--- config.mk ---
export PLATFORM = sky130hd
export DESIGN_NAME = hazard_scoreboard_unit
export DESIGN_NICKNAME = d
export VERILOG_FILES = /design/src/rtl/hazard_pkg.sv /design/src/rtl/hazard_tag_stage.sv /design/src/rtl/hazard_scoreboard_unit.sv
export SDC_FILE = /design/constraint.sdc
export NUM_CORES = 1
export LEC_CHECK = 0
export CORE_UTILIZATION = 39
export CTS_CLUSTER_DIAMETER = 200
export DETAILED_ROUTE_END_ITERATION = 10
export PLACE_DENSITY = 0.8
export SLEW_MARGIN = 20
export SYNTH_ARGS = -nofsm -noshare
export SYNTH_HDL_FRONTEND = slang
export SYNTH_SLANG_ARGS = --single-unit
--- constraint.sdc ---
create_clock -name clk -period 5.1 [get_ports clk]
set_clock_uncertainty 0.2 [all_clocks]
set_input_delay 1.275 -clock clk [delete_from_list [all_inputs] [get_ports clk]]
set_output_delay 1.275 -clock clk [all_outputs]
set_load 0.02 [all_outputs]
--- src/rtl/hazard_pkg.sv ---
// Shared constants and tag layout for the hazard scoreboard.
// Forward-select encodings match the ForwardE mux in the datapath.
package hazard_pkg;

  localparam int HZ_ADDR_W = 4;

  localparam logic [1:0] FWD_REG     = 2'b00;
  localparam logic [1:0] FWD_RESULTW = 2'b01;
  localparam logic [1:0] FWD_ALUOUTM = 2'b10;

  typedef struct packed {
    logic [HZ_ADDR_W-1:0] addr;
    logic                 regwrite;
    logic                 memtoreg;
    logic                 pcsrc;
  } hz_tag_t;

endpackage

--- src/rtl/hazard_tag_stage.sv ---
// One pipeline tag register: async reset, synchronous clear (bubble) and load enable.
module hazard_tag_stage #(
  parameter int W = 8
) (
  input  logic         clk,
  input  logic         reset,
  input  logic         clr_i,
  input  logic         en_i,
  input  logic [W-1:0] d_i,
  output logic [W-1:0] q_o
);

  logic [W-1:0] data_q;
  logic [W-1:0] data_d;

  // Clear beats enable so a flushed stage always becomes a bubble.
  always_comb begin
    data_d = data_q;
    if (clr_i) begin
      data_d = '0;
    end else if (en_i) begin
      data_d = d_i;
    end
  end

  always_ff @(posedge clk or posedge reset) begin
    if (reset) begin
      data_q <= '0;
    end else begin
      data_q <= data_d;
    end
  end

  assign q_o = data_q;

endmodule

--- src/rtl/hazard_scoreboard_unit.sv ---
// Hazard/forwarding controller with its own E/M/W destination-tag pipeline.
// Optional stall/flush performance counters are enabled by defining HAZARD_PERF_CNT_EN.
module hazard_scoreboard_unit
  import hazard_pkg::*;
#(
  parameter int ADDR_W = HZ_ADDR_W,
  parameter int NSRC   = 2,
  parameter int PC_REG = 15,
  parameter int CNT_W  = 32
) (
  input  logic                   clk,
  input  logic                   reset,
  input  logic [NSRC*ADDR_W-1:0] RASrcD,
  input  logic [NSRC-1:0]        SrcUsedD,
  input  logic [ADDR_W-1:0]      WA3D,
  input  logic                   RegWriteD,
  input  logic                   MemtoRegD,
  input  logic                   PCSrcD,
  input  logic                   CondExE,
  input  logic                   BranchTakenE,
  output logic [2*NSRC-1:0]      ForwardE,
  output logic                   StallF,
  output logic                   StallD,
  output logic                   FlushD,
  output logic                   FlushE,
  output logic [CNT_W-1:0]       StallCnt,
  output logic [CNT_W-1:0]       FlushCnt
);

  localparam int EW = NSRC*ADDR_W + NSRC + ADDR_W + 3;
  localparam int MW = ADDR_W + 3;
  localparam logic [ADDR_W-1:0] PC_A = ADDR_W'(PC_REG);

  logic [EW-1:0] e_d, e_q;
  logic [MW-1:0] m_d, m_q, w_q;

  logic [NSRC*ADDR_W-1:0] ra_src_e;
  logic [NSRC-1:0]        src_used_e;
  logic [ADDR_W-1:0]      wa3_e, wa3_m, wa3_w;
  logic                   reg_write_e, mem_to_reg_e, pc_src_e;
  logic                   reg_write_m, pc_src_m;
  logic                   reg_write_w, pc_src_w;
  logic                   unused_memtoreg_w;

  logic [NSRC-1:0] hit_m, hit_w, ld_hit;
  logic            ldr_stall, pc_wr_pend;

  assign e_d = {RASrcD, SrcUsedD, WA3D, RegWriteD, MemtoRegD, PCSrcD};
  assign m_d = {wa3_e, reg_write_e & CondExE, mem_to_reg_e, pc_src_e & CondExE};

  hazard_tag_stage #(.W(EW)) u_stage_e (
    .clk(clk), .reset(reset), .clr_i(FlushE), .en_i(1'b1), .d_i(e_d), .q_o(e_q)
  );

  hazard_tag_stage #(.W(MW)) u_stage_m (
    .clk(clk), .reset(reset), .clr_i(1'b0), .en_i(1'b1), .d_i(m_d), .q_o(m_q)
  );

  hazard_tag_stage #(.W(MW)) u_stage_w (
    .clk(clk), .reset(reset), .clr_i(1'b0), .en_i(1'b1), .d_i(m_q), .q_o(w_q)
  );

  assign {ra_src_e, src_used_e, wa3_e, reg_write_e, mem_to_reg_e, pc_src_e} = e_q;
  assign wa3_m       = m_q[MW-1 -: ADDR_W];
  assign reg_write_m = m_q[2];
  assign pc_src_m    = m_q[0];
  assign wa3_w       = w_q[MW-1 -: ADDR_W];
  assign reg_write_w = w_q[2];
  assign pc_src_w    = w_q[0];
  // Load flag only matters while the producer sits in E.
  assign unused_memtoreg_w = w_q[1];

  genvar gi;
  generate
    for (gi = 0; gi < NSRC; gi++) begin : g_src
      logic [ADDR_W-1:0] ra_e;
      logic [ADDR_W-1:0] ra_d;

      assign ra_e = ra_src_e[gi*ADDR_W +: ADDR_W];
      assign ra_d = RASrcD[gi*ADDR_W +: ADDR_W];

      assign hit_m[gi]  = src_used_e[gi] && reg_write_m && (wa3_m == ra_e) && (ra_e != PC_A);
      assign hit_w[gi]  = src_used_e[gi] && reg_write_w && (wa3_w == ra_e) && (ra_e != PC_A);
      assign ld_hit[gi] = SrcUsedD[gi] && (ra_d == wa3_e) && (ra_d != PC_A);

      // The younger M result takes priority over W.
      assign ForwardE[2*gi +: 2] = hit_m[gi] ? FWD_ALUOUTM :
                                   hit_w[gi] ? FWD_RESULTW : FWD_REG;
    end
  endgenerate

  assign ldr_stall  = mem_to_reg_e & reg_write_e & (|ld_hit);
  assign pc_wr_pend = PCSrcD | pc_src_e | pc_src_m;

  assign StallF = ldr_stall | pc_wr_pend;
  assign StallD = ldr_stall;
  assign FlushD = pc_wr_pend | pc_src_w | BranchTakenE;
  assign FlushE = ldr_stall | BranchTakenE;

`ifdef HAZARD_PERF_CNT_EN
  logic [CNT_W-1:0] stall_cnt_q, stall_cnt_d;
  logic [CNT_W-1:0] flush_cnt_q, flush_cnt_d;

  // Saturating: a wrapped counter would silently under-report long runs.
  always_comb begin
    stall_cnt_d = stall_cnt_q;
    flush_cnt_d = flush_cnt_q;
    if (StallD && (stall_cnt_q != '1)) begin
      stall_cnt_d = stall_cnt_q + CNT_W'(1);
    end
    if ((FlushD | FlushE) && (flush_cnt_q != '1)) begin
      flush_cnt_d = flush_cnt_q + CNT_W'(1);
    end
  end

  always_ff @(posedge clk or posedge reset) begin
    if (reset) begin
      stall_cnt_q <= '0;
      flush_cnt_q <= '0;
    end else begin
      stall_cnt_q <= stall_cnt_d;
      flush_cnt_q <= flush_cnt_d;
    end
  end

  assign StallCnt = stall_cnt_q;
  assign FlushCnt = flush_cnt_q;
`else
  assign StallCnt = '0;
  assign FlushCnt = '0;
`endif

endmodule

Word level (Yosys, flattened, before mapping)
Cells that the tools add are included.
{ "op_classes": {"eq_ne": 10, "muxes": 5, "n_bitwise": 10, "n_reduce_logical": 17} }
{ "op_table": {"columns": ["operator", "count"], "rows": [
  ["4-bit equality test", 6],
  ["17-bit 2-to-1 mux", 1],
  ["1-bit logical AND", 16],
  ["4-bit inequality test, second input constant", 4],
  ["1-bit bitwise OR", 6],
  ["1-bit bitwise AND", 4],
  ["2-bit 2-to-1 mux", 2],
  ["1-bit 2-to-1 mux", 2],
  ["2-bit OR reduction", 1]
]} }
{ "word_totals": {"register_bits": 31, "inputBits": 21, "out_inout_bits": 72, "wordCells": 45} }

Longest topological paths before layout
Gate-level depths: netlist of the first run.
{ "logic_depth": {"ltp_word": 7, "depth_mapped": 5, "depth_no_buf": 4} }

Hierarchy
Synthesis of the first run repeated with hierarchy kept, for this count alone.
{ "unflattened": {"hier_cells": 222, "hier_area_um2": 2142.1} }
{ "by_module_without_submodules": {"columns": ["mod", "instances", "cells_per_inst", "area_per_inst_um2", "seq_area_each_um2"], "rows": [
  ["hazard_scoreboard_unit", 1, 120, 865.8, 0.0],
  ["hazard_tag_stage at u_stage_e", 1, 56, 703.2, 425.4],
  ["hazard_tag_stage at u_stage_m ...", 2, 23, 286.5, 175.2]
]} }

Least setup slack after synthesis of the first run
OpenSTA, ideal clock, no wires.
{ "synth_path": {"kind": "input to output", "startpoint": "in RASrcD[0]", "endpoint": "out StallF", "arrival_ps": 2316, "required_ps": 3625, "slack_ps": 1309, "cell_stages": 4, "n_path_buf": 0, "cell_sequence": "xor2_1 > nor4_1 > a22o_2 > nand2b_1"} }
{ "synth_between": {"elab_chain_cells": 6, "elab_cells_between_ends": 7, "classes_between": "2 x eq/ne; 2 x bitwise; 3 x reduce/logical"} }
{ "synth_lines": {"columns": ["element", "line", "source"], "rows": [
  ["from (decl)", "hazard_scoreboard_unit.sv:13", "input logic [NSRC*ADDR_W-1:0] RASrcD,"],
  ["4-bit equality test", "hazard_scoreboard_unit.sv:84", "assign ld_hit[gi] = SrcUsedD[gi] && (ra_d == wa3_e) && (ra_d != PC_A);"],
  ["1-bit logical AND", "hazard_scoreboard_unit.sv:84", null],
  ["1-bit logical AND (*)", "hazard_scoreboard_unit.sv:84", null],
  ["2-bit OR reduction (*)", "hazard_scoreboard_unit.sv:92", "assign ldr_stall = mem_to_reg_e & reg_write_e & (|ld_hit);"],
  ["1-bit bitwise AND (*)", "hazard_scoreboard_unit.sv:92", null],
  ["named net StallD", "hazard_scoreboard_unit.sv:23", "output logic StallD,"],
  ["1-bit bitwise OR (*)", "hazard_scoreboard_unit.sv:95", "assign StallF = ldr_stall | pc_wr_pend;"],
  ["to (decl)", "hazard_scoreboard_unit.sv:22", "output logic StallF,"]
]} }
The timed path passes the listed nets; every way through them passes the cells marked *.

Final worst setup path of the first run
{ "layout_path": {"startpoint": "in RASrcD[5]", "endpoint": "out StallF"} }
{ "layout_between": {"elab_chain_cells": 6, "elab_cells_between_ends": 7, "classes_between": "2 x eq/ne; 2 x bitwise; 3 x reduce/logical"} }
{ "layout_lines": {"columns": ["element", "line"], "rows": [
  ["4-bit equality test", "hazard_scoreboard_unit.sv:84"],
  ["1-bit logical AND", "hazard_scoreboard_unit.sv:84"],
  ["1-bit logical AND (*)", "hazard_scoreboard_unit.sv:84"],
  ["2-bit OR reduction (*)", "hazard_scoreboard_unit.sv:92"],
  ["1-bit bitwise AND (*)", "hazard_scoreboard_unit.sv:92"],
  ["1-bit bitwise OR (*)", "hazard_scoreboard_unit.sv:95"]
]} }
Every way passes the cells marked *; elsewhere a longest branch is shown, timed or not.

==> metrics.md, run 1 <==
| Metric | Value |
|---|---|
| Worst path cell trace | clkdlybuf4s50_1 > xor2_1 > nor4_1 > a22o_2 > nand2b_1 > clkdlybuf4s50_1 |
| Period Utilization, post-route | 0.9244 |
| Worst Max-Slew Pin Slew | 0.5601 ns |
| Nets | 223 |
| Pins Over Slew Limit | 0 |
| Die ar. | 4720 um2 |
| Crit Path Max Fanout | 2 |
| Worst Setup EP | StallF |
| Routed Antenna Nets | 0 |
| Flop-to-flop setup slack | 3.21 ns |
| Hpwl dp | 2.119 mm |
| Antenna cell count | 0 |
| Worst setup slack after layout | 0.3856 ns |
| Reg2reg path depth | 5 |
| Crit path max-delay cell type | clkdlybuf4s50_1 |
| Main synth FF type | dfrtp_1 |
| CTS Hold Buffers Added | 0 |
| Fin crit period | 4.714 ns |
| Synthesized area | 1735 um2 |
| Chip width | 68.71 um |
| H-tree levels | 2 |
| IO Pins | 93 |
| CTS buffer count | 5 |
| Worst Setup SP | RASrcD[5] |
| Post-CTS setup buffers | 0 |
| Maximum VDD drop | 0.0001791 V |
| RSZ-0062 raised after global routing | false |
| Critical path arrival | 3.24 ns |
| Final instance area | 1913 um2 |
| Layout area overhead | 10.24% |
| Mean Syn Cell Area | 10.33 um2 |
| Leakage power | 0.9428 nW |
| Clock Latency Late Sink | 0.27 ns |
| Via/cell ratio | 3.984 |
| Final WL | 2.537 mm |
| GPL Wtd Cong | 0.7779 |
| Crit Reg-Reg Startpoint | u_stage_e.q_o[6]$_DFF_PP0_ |
| Synth unique cells | 23 |
| Placed cell areas | 1831 um2 |
| Overflow after GRT | 0 |
| Post-synth EDFFs | 0 |
| Layout cells sized above 1 | 0.1182 |
| Critical Path Max Stage Delay | 0.59 ns |
| GRT Total Usage | 0.1241 |
| DP Worst Slack | 0.3769 ns |
| First-pass GRT wire length | 4.112 mm |
| Nature of the critical path endpoint | output pin |
| Yosys reg bits | 29 |
| Synth Instances | 168 |
| Setup Viol. Count Final | 0 |
| Max-cap violations | 0 |
| Seq/Total Area, Yosys | 0.4182 |
| Die H | 68.71 um |
| TritonCTS clock tree | done |
| Async S/R FF share, synth | 1.000 |
| Hold WC Path Type | reg2reg |
| Vias post-DR | 1008 |
| P per Cell Area | 274.2 nW/um2 |
| Hold path cells | 0 |
| Fmax achieved | 0.2121 GHz |
| DRC viols | 0 |
| Clock buffer depth | 2 |
| Crit path top cell by count | clkdlybuf4s50_1 |
| Clock root cell | clkbuf_8 |
| Commonest cells after routing, fill and taps aside | conb_1 (64), dfrtp_1 (29), clkdlybuf4s50_1 (28) |
| Syn. warnings | 0 |
| Vias in the first global route | 923 |
| WL/cell | 10.03 um |
| Cell row count | 23 |
| Drt initial violations | 3 |
| Commonest non-fill, non-tap cell in the layout | conb_1 |
| Relative slew slack | 0.6261 |
| Final-layout fill cell count | 404 |
| Initial DRT Pass Iterations | 3 |
| Setup TNS | 0 ns |
| WS Path Type | in2out |
| Clk sink count | 29 |
| Port bufs | 28 |
| Register clock-pin slew on the reported worst setup and hold paths | 0.06 ns |
| Largest net degree at the start of global routing | 30 |
| Worst R2R End | u_stage_e.q_o[16]$_DFF_PP0_ |
| CTS resizes | 0 |
| Final Hold Viols | 0 |
| Crit path launch type | input pin |
| Initial core utilization | 0.4188 |
| Status | finished clean |
| Initial antenna violation count | 0 |
| Total core area | 4144 um2 |
| Crit path required time | 3.62 ns |
cells in the mapped netlist, types with 2 or more instances:
cell type | n | share of area
and2_1 | 9 | 0.032
and2_2 | 8 | 0.035
and2_4 | 2 | 0.010
buf_4 | 64 | 0.28
dfrtp_1 | 29 | 0.42
inv_1 | 2 | 0.0043
nand2_1 | 3 | 0.0065
nand3_1 | 4 | 0.012
nand4_1 | 6 | 0.022
nor3_1 | 3 | 0.0086
nor4_1 | 4 | 0.014
o21ai_1 | 2 | 0.0058
or2_2 | 2 | 0.0072
xnor2_1 | 10 | 0.050
xor2_1 | 12 | 0.061
stage by stage:
| step | util | power, W | std cells | hold WS, ns |
|---|---|---|---|---|
| finish | 0.4617 | 0.0005245 | 253 | 0.1914 |
| global route | 0.4617 | 0.0005560 | 253 | 0.2127 |
| CTS | 0.4617 | 0.0005328 | 253 | 0.1896 |
| detailed placement | 0.4417 | 0.0003551 | 245 | 0.1808 |
| global placement | 0.4417 | 0.0003528 | 245 | 0.1750 |
| floorplan | - | 0.0003647 | 231 | 0.1545 |
area by class of cell:
type                            count  area, um2  share of cell area
Tap cell                           50      62.56             0.03270
Multi-Input combinational cell    135      747.0              0.3905
Clock inverter                      2      10.01            0.005232
Inverter                            2      7.507            0.003924
Clock buffer                        6      72.57             0.03793
Sequential cell                    29      725.7              0.3793
Timing Repair Buffer               29      287.8              0.1504
critical path, delay by kind of cell:
family	cells	cell delay, ns
AOI/OAI and AO/OA	1	0.23
xor gates and xnor gates	1	0.15
and+or+nand+nor	2	0.54
buffers and inverters	2	1.04
how the worst min path moves through the flow:
stage / slack (ns) / from / endpoint
finish: 0.19 / u_stage_m.q_o[0]$_DFF_PP0_ / u_stage_w.q_o[0]$_DFF_PP0_
floorplan: 0.15 / u_stage_m.q_o[0]$_DFF_PP0_ / u_stage_w.q_o[0]$_DFF_PP0_
CTS: 0.19 / u_stage_m.q_o[0]$_DFF_PP0_ / u_stage_w.q_o[0]$_DFF_PP0_
global placement: 0.17 / u_stage_m.q_o[0]$_DFF_PP0_ / u_stage_w.q_o[0]$_DFF_PP0_
detailed placement: 0.18 / u_stage_m.q_o[0]$_DFF_PP0_ / u_stage_w.q_o[0]$_DFF_PP0_
global route: 0.21 / u_stage_m.q_o[0]$_DFF_PP0_ / u_stage_w.q_o[0]$_DFF_PP0_
sequential cells by signal, indices dropped and copies added (netlist names):
register / count
u_stage_e.q_o: 17
u_stage_m.q_o: 6
u_stage_w.q_o: 6
layer usage:
| metal | track usage | routed length (um) |
|---|---|---|
| met2 | 0.2169 | 1300 |
| met5 | 0 | 0 |
| met4 | 0.05357 | 44 |
| met3 | 0.05263 | 242 |
| met1 | 0.1297 | 950 |
logic make-up (layout without fill, tap and decap cells):
| logic type | Yosys count | in the layout | share of synthesized area |
|---|---|---|---|
| buf+inv | 67 | 39 | 0.2877 |
| simple gates | 45 | 45 | 0.1608 |
| flops | 29 | 29 | 0.4182 |
| xor+xnor | 22 | 22 | 0.1110 |
| compound gates | 4 | 4 | 0.02019 |
| other cells | 1 | 64 | 0.002161 |
report_power, final:
part	internal, W	switching [W]	total [W]
Clock	0.0000941	0.0000795	0.000174
Combinational	0.0000337	0.0000639	0.0000976
Sequential	0.000242	0.0000116	0.000253
Total	0.000370	0.000155	0.000525
Power figures use the tool's default switching activity.
==> run 2, diff against run 1 <==
- SKIP_LAST_GASP: unset -> 1
- clock period: 5.1 -> 5 ns (I/O delays scaled with it)
==> metrics.md, run 2 (same netlist as run 1, synthesis figures left out) <==
| Metric | Value |
|---|---|
| Fmax achieved | 0.2129 GHz |
| DP Worst Slack | 0.3248 ns |
| Commonest non-fill, non-tap cell in the layout | conb_1 |
| Hold_ws | 0.1935 ns |
| Initial antenna violation count | 0 |
| Via/cell ratio | 4.063 |
| Cell row count | 23 |
| CTS resizes | 0 |
| Worst path depth | 6 |
| Util after Layout | 0.4626 |
| GRT Total Usage | 0.1214 |
| Die H | 68.71 um |
| Net Switching | 0.0001529 W |
| Maximum VDD drop | 0.0001900 V |
| Die ar. | 4720 um2 |
| Crit path launch type | input pin |
| Layout Cells excl Fill | 252 |
| Max-cap violations | 0 |
| Worst Path Buf+Inv | 2 |
| Layout cells sized above 1 | 0.1139 |
| Reg2reg path depth | 5 |
| Final WL | 2.566 mm |
| GPL Wtd Cong | 0.7779 |
| Final Hold Viols | 0 |
| Nature of the critical path endpoint | output pin |
| WS Path Type | in2out |
| Flop-to-flop setup slack | 3.11 ns |
| Initial core utilization | 0.4188 |
| Layout area overhead | 10.45% |
| DP Cell Count | 245 |
| Initial DRT Pass Iterations | 4 |
| Largest register FFs | 17 |
| Top Family by Delay on Critical Path | buffers and inverters |
| Port bufs | 28 |
| Hold WC Path Type | reg2reg |
| Routed Antenna Nets | 0 |
| TritonCTS clock tree | done |
| Critical path arrival | 3.25 ns |
| Crit path required time | 3.55 ns |
| Crit Path Max Fanout | 3 |
| Hpwl dp | 2.124 mm |
| Internal power | 0.0003898 W |
| Largest net degree at the start of global routing | 30 |
| Post-CTS setup buffers | 0 |
| CTS buffer count | 5 |
| Antenna cell count | 0 |
| Drt initial violations | 8 |
| Register clock-pin slew on the reported worst setup and hold paths | 0.06 ns |
| Vias in the first global route | 904 |
| Switching share of power | 0.2818 |
| Setup TNS | 0 ns |
| Crit path top cell by count | clkdlybuf4s50_1 |
| Clk sink count | 29 |
| Crit path max-delay cell type | clkdlybuf4s50_1 |
| Worst setup slack after layout | 0.3034 ns |
| Clock Latency Late Sink | 0.27 ns |
| Worst path cell trace | clkdlybuf4s50_1 > xor2_1 > nor4_1 > a22o_2 > nand2b_1 > clkdlybuf4s50_1 |
| Critical Path Max Stage Delay | 0.59 ns |
| Leakage power | 0.9422 nW |
| Combinational fraction of design power | 0.184 |
| Vias post-DR | 1024 |
| Clock buffer depth | 2 |
| Setup Viol. Count Final | 0 |
| Relative slew slack | 0.6227 |
| Hold path cells | 0 |
| CTS Hold Buffers Added | 0 |
| First-pass GRT wire length | 3.995 mm |
| Fin crit period | 4.697 ns |
| Clock root cell | clkbuf_8 |
| P per Cell Area | 283.1 nW/um2 |
| WL/cell | 10.18 um |
| DRC viols | 0 |
| IO Pins | 93 |
| Chip width | 68.71 um |
| Total core area | 4144 um2 |
| Pins Over Slew Limit | 0 |
| Period Utilization, post-route | 0.9393 |
| Status | finished clean |
| Clock power frac | 0.340 |
| Reg power frac | 0.477 |
| Overflow after GRT | 0 |
| Final-layout fill cell count | 387 |
| H-tree levels | 2 |
| Worst Max-Slew Pin Slew | 0.5652 ns |
| RSZ-0062 raised after global routing | false |
| Commonest cells after routing, fill and taps aside | conb_1 (64), dfrtp_1 (29), clkdlybuf4s50_1 (28) |
| Nets | 223 |
[run 2: changes by cell type in the layout (fill, tap and decap cells not counted)]
cell / change
clkbuf_8: +1
clkinv_2: -2
[run 2: power by group through the flow]
stage,logic (W),registers (W),clock network [W]
6_report,0.0000996,0.000259,0.000184
5_1_grt,0.000112,0.000260,0.000202
4_1_cts,0.0000995,0.000259,0.000192
3_5_place_dp,0.0000993,0.000263,0
3_3_place_gp,0.0000978,0.000262,0
2_1_floorplan,0.000112,0.000260,0
[run 2: through the flow]
stage / power [W] / area, um2
floorplan: 0.0003720 / 1972
global placement: 0.0003598 / 1831
detailed placement: 0.0003622 / 1831
CTS: 0.0005500 / 1917
global route: 0.0005737 / 1917
finish: 0.0005427 / 1917
[run 2: final timing paths]
check | start | endpoint
min in group asynchronous | reset | u_stage_e.q_o[4]$_DFF_PP0_
max | RASrcD[0] | StallF
min | u_stage_m.q_o[0]$_DFF_PP0_ | u_stage_w.q_o[0]$_DFF_PP0_
max reg2reg | u_stage_e.q_o[6]$_DFF_PP0_ | u_stage_e.q_o[3]$_DFF_PP0_
max in group asynchronous | reset | u_stage_m.q_o[2]$_DFF_PP0_
min reg2reg | u_stage_m.q_o[0]$_DFF_PP0_ | u_stage_w.q_o[0]$_DFF_PP0_
[run 2: final cells by class]
cell class              count  area [um2]  share of cell area
well taps                  50       62.56             0.03264
clock buffers               7       86.33             0.04504
repair buffers             29       287.8              0.1501
inverters                   2       7.507            0.003916
flip-flops and latches     29       725.7              0.3786
multi-input cells         135       747.0              0.3897
[run 2: metal layers]
metal / GRT usage / up-vias / routed length [um] / share of wire
li1: - / 480 / - / -
met1: 0.1237 / 471 / 963 / 0.38
met2: 0.2132 / 68 / 1307 / 0.51
met3: 0.05099 / 5 / 252 / 0.098
met4: 0.05867 / 0 / 42 / 0.016
met5: 0 / - / 0 / 0
[run 2: worst register-to-register path: cells and delay by family (launching register included)]
kind / cells / cell delay (ns)
AND/OR/NAND/NOR: 2 / 0.65
XOR/XNOR: 1 / 0.18
buffers and inverters: 1 / 0.21
AO/OA/AOI/OAI: 1 / 0.11
flip-flops: 1 / 0.43
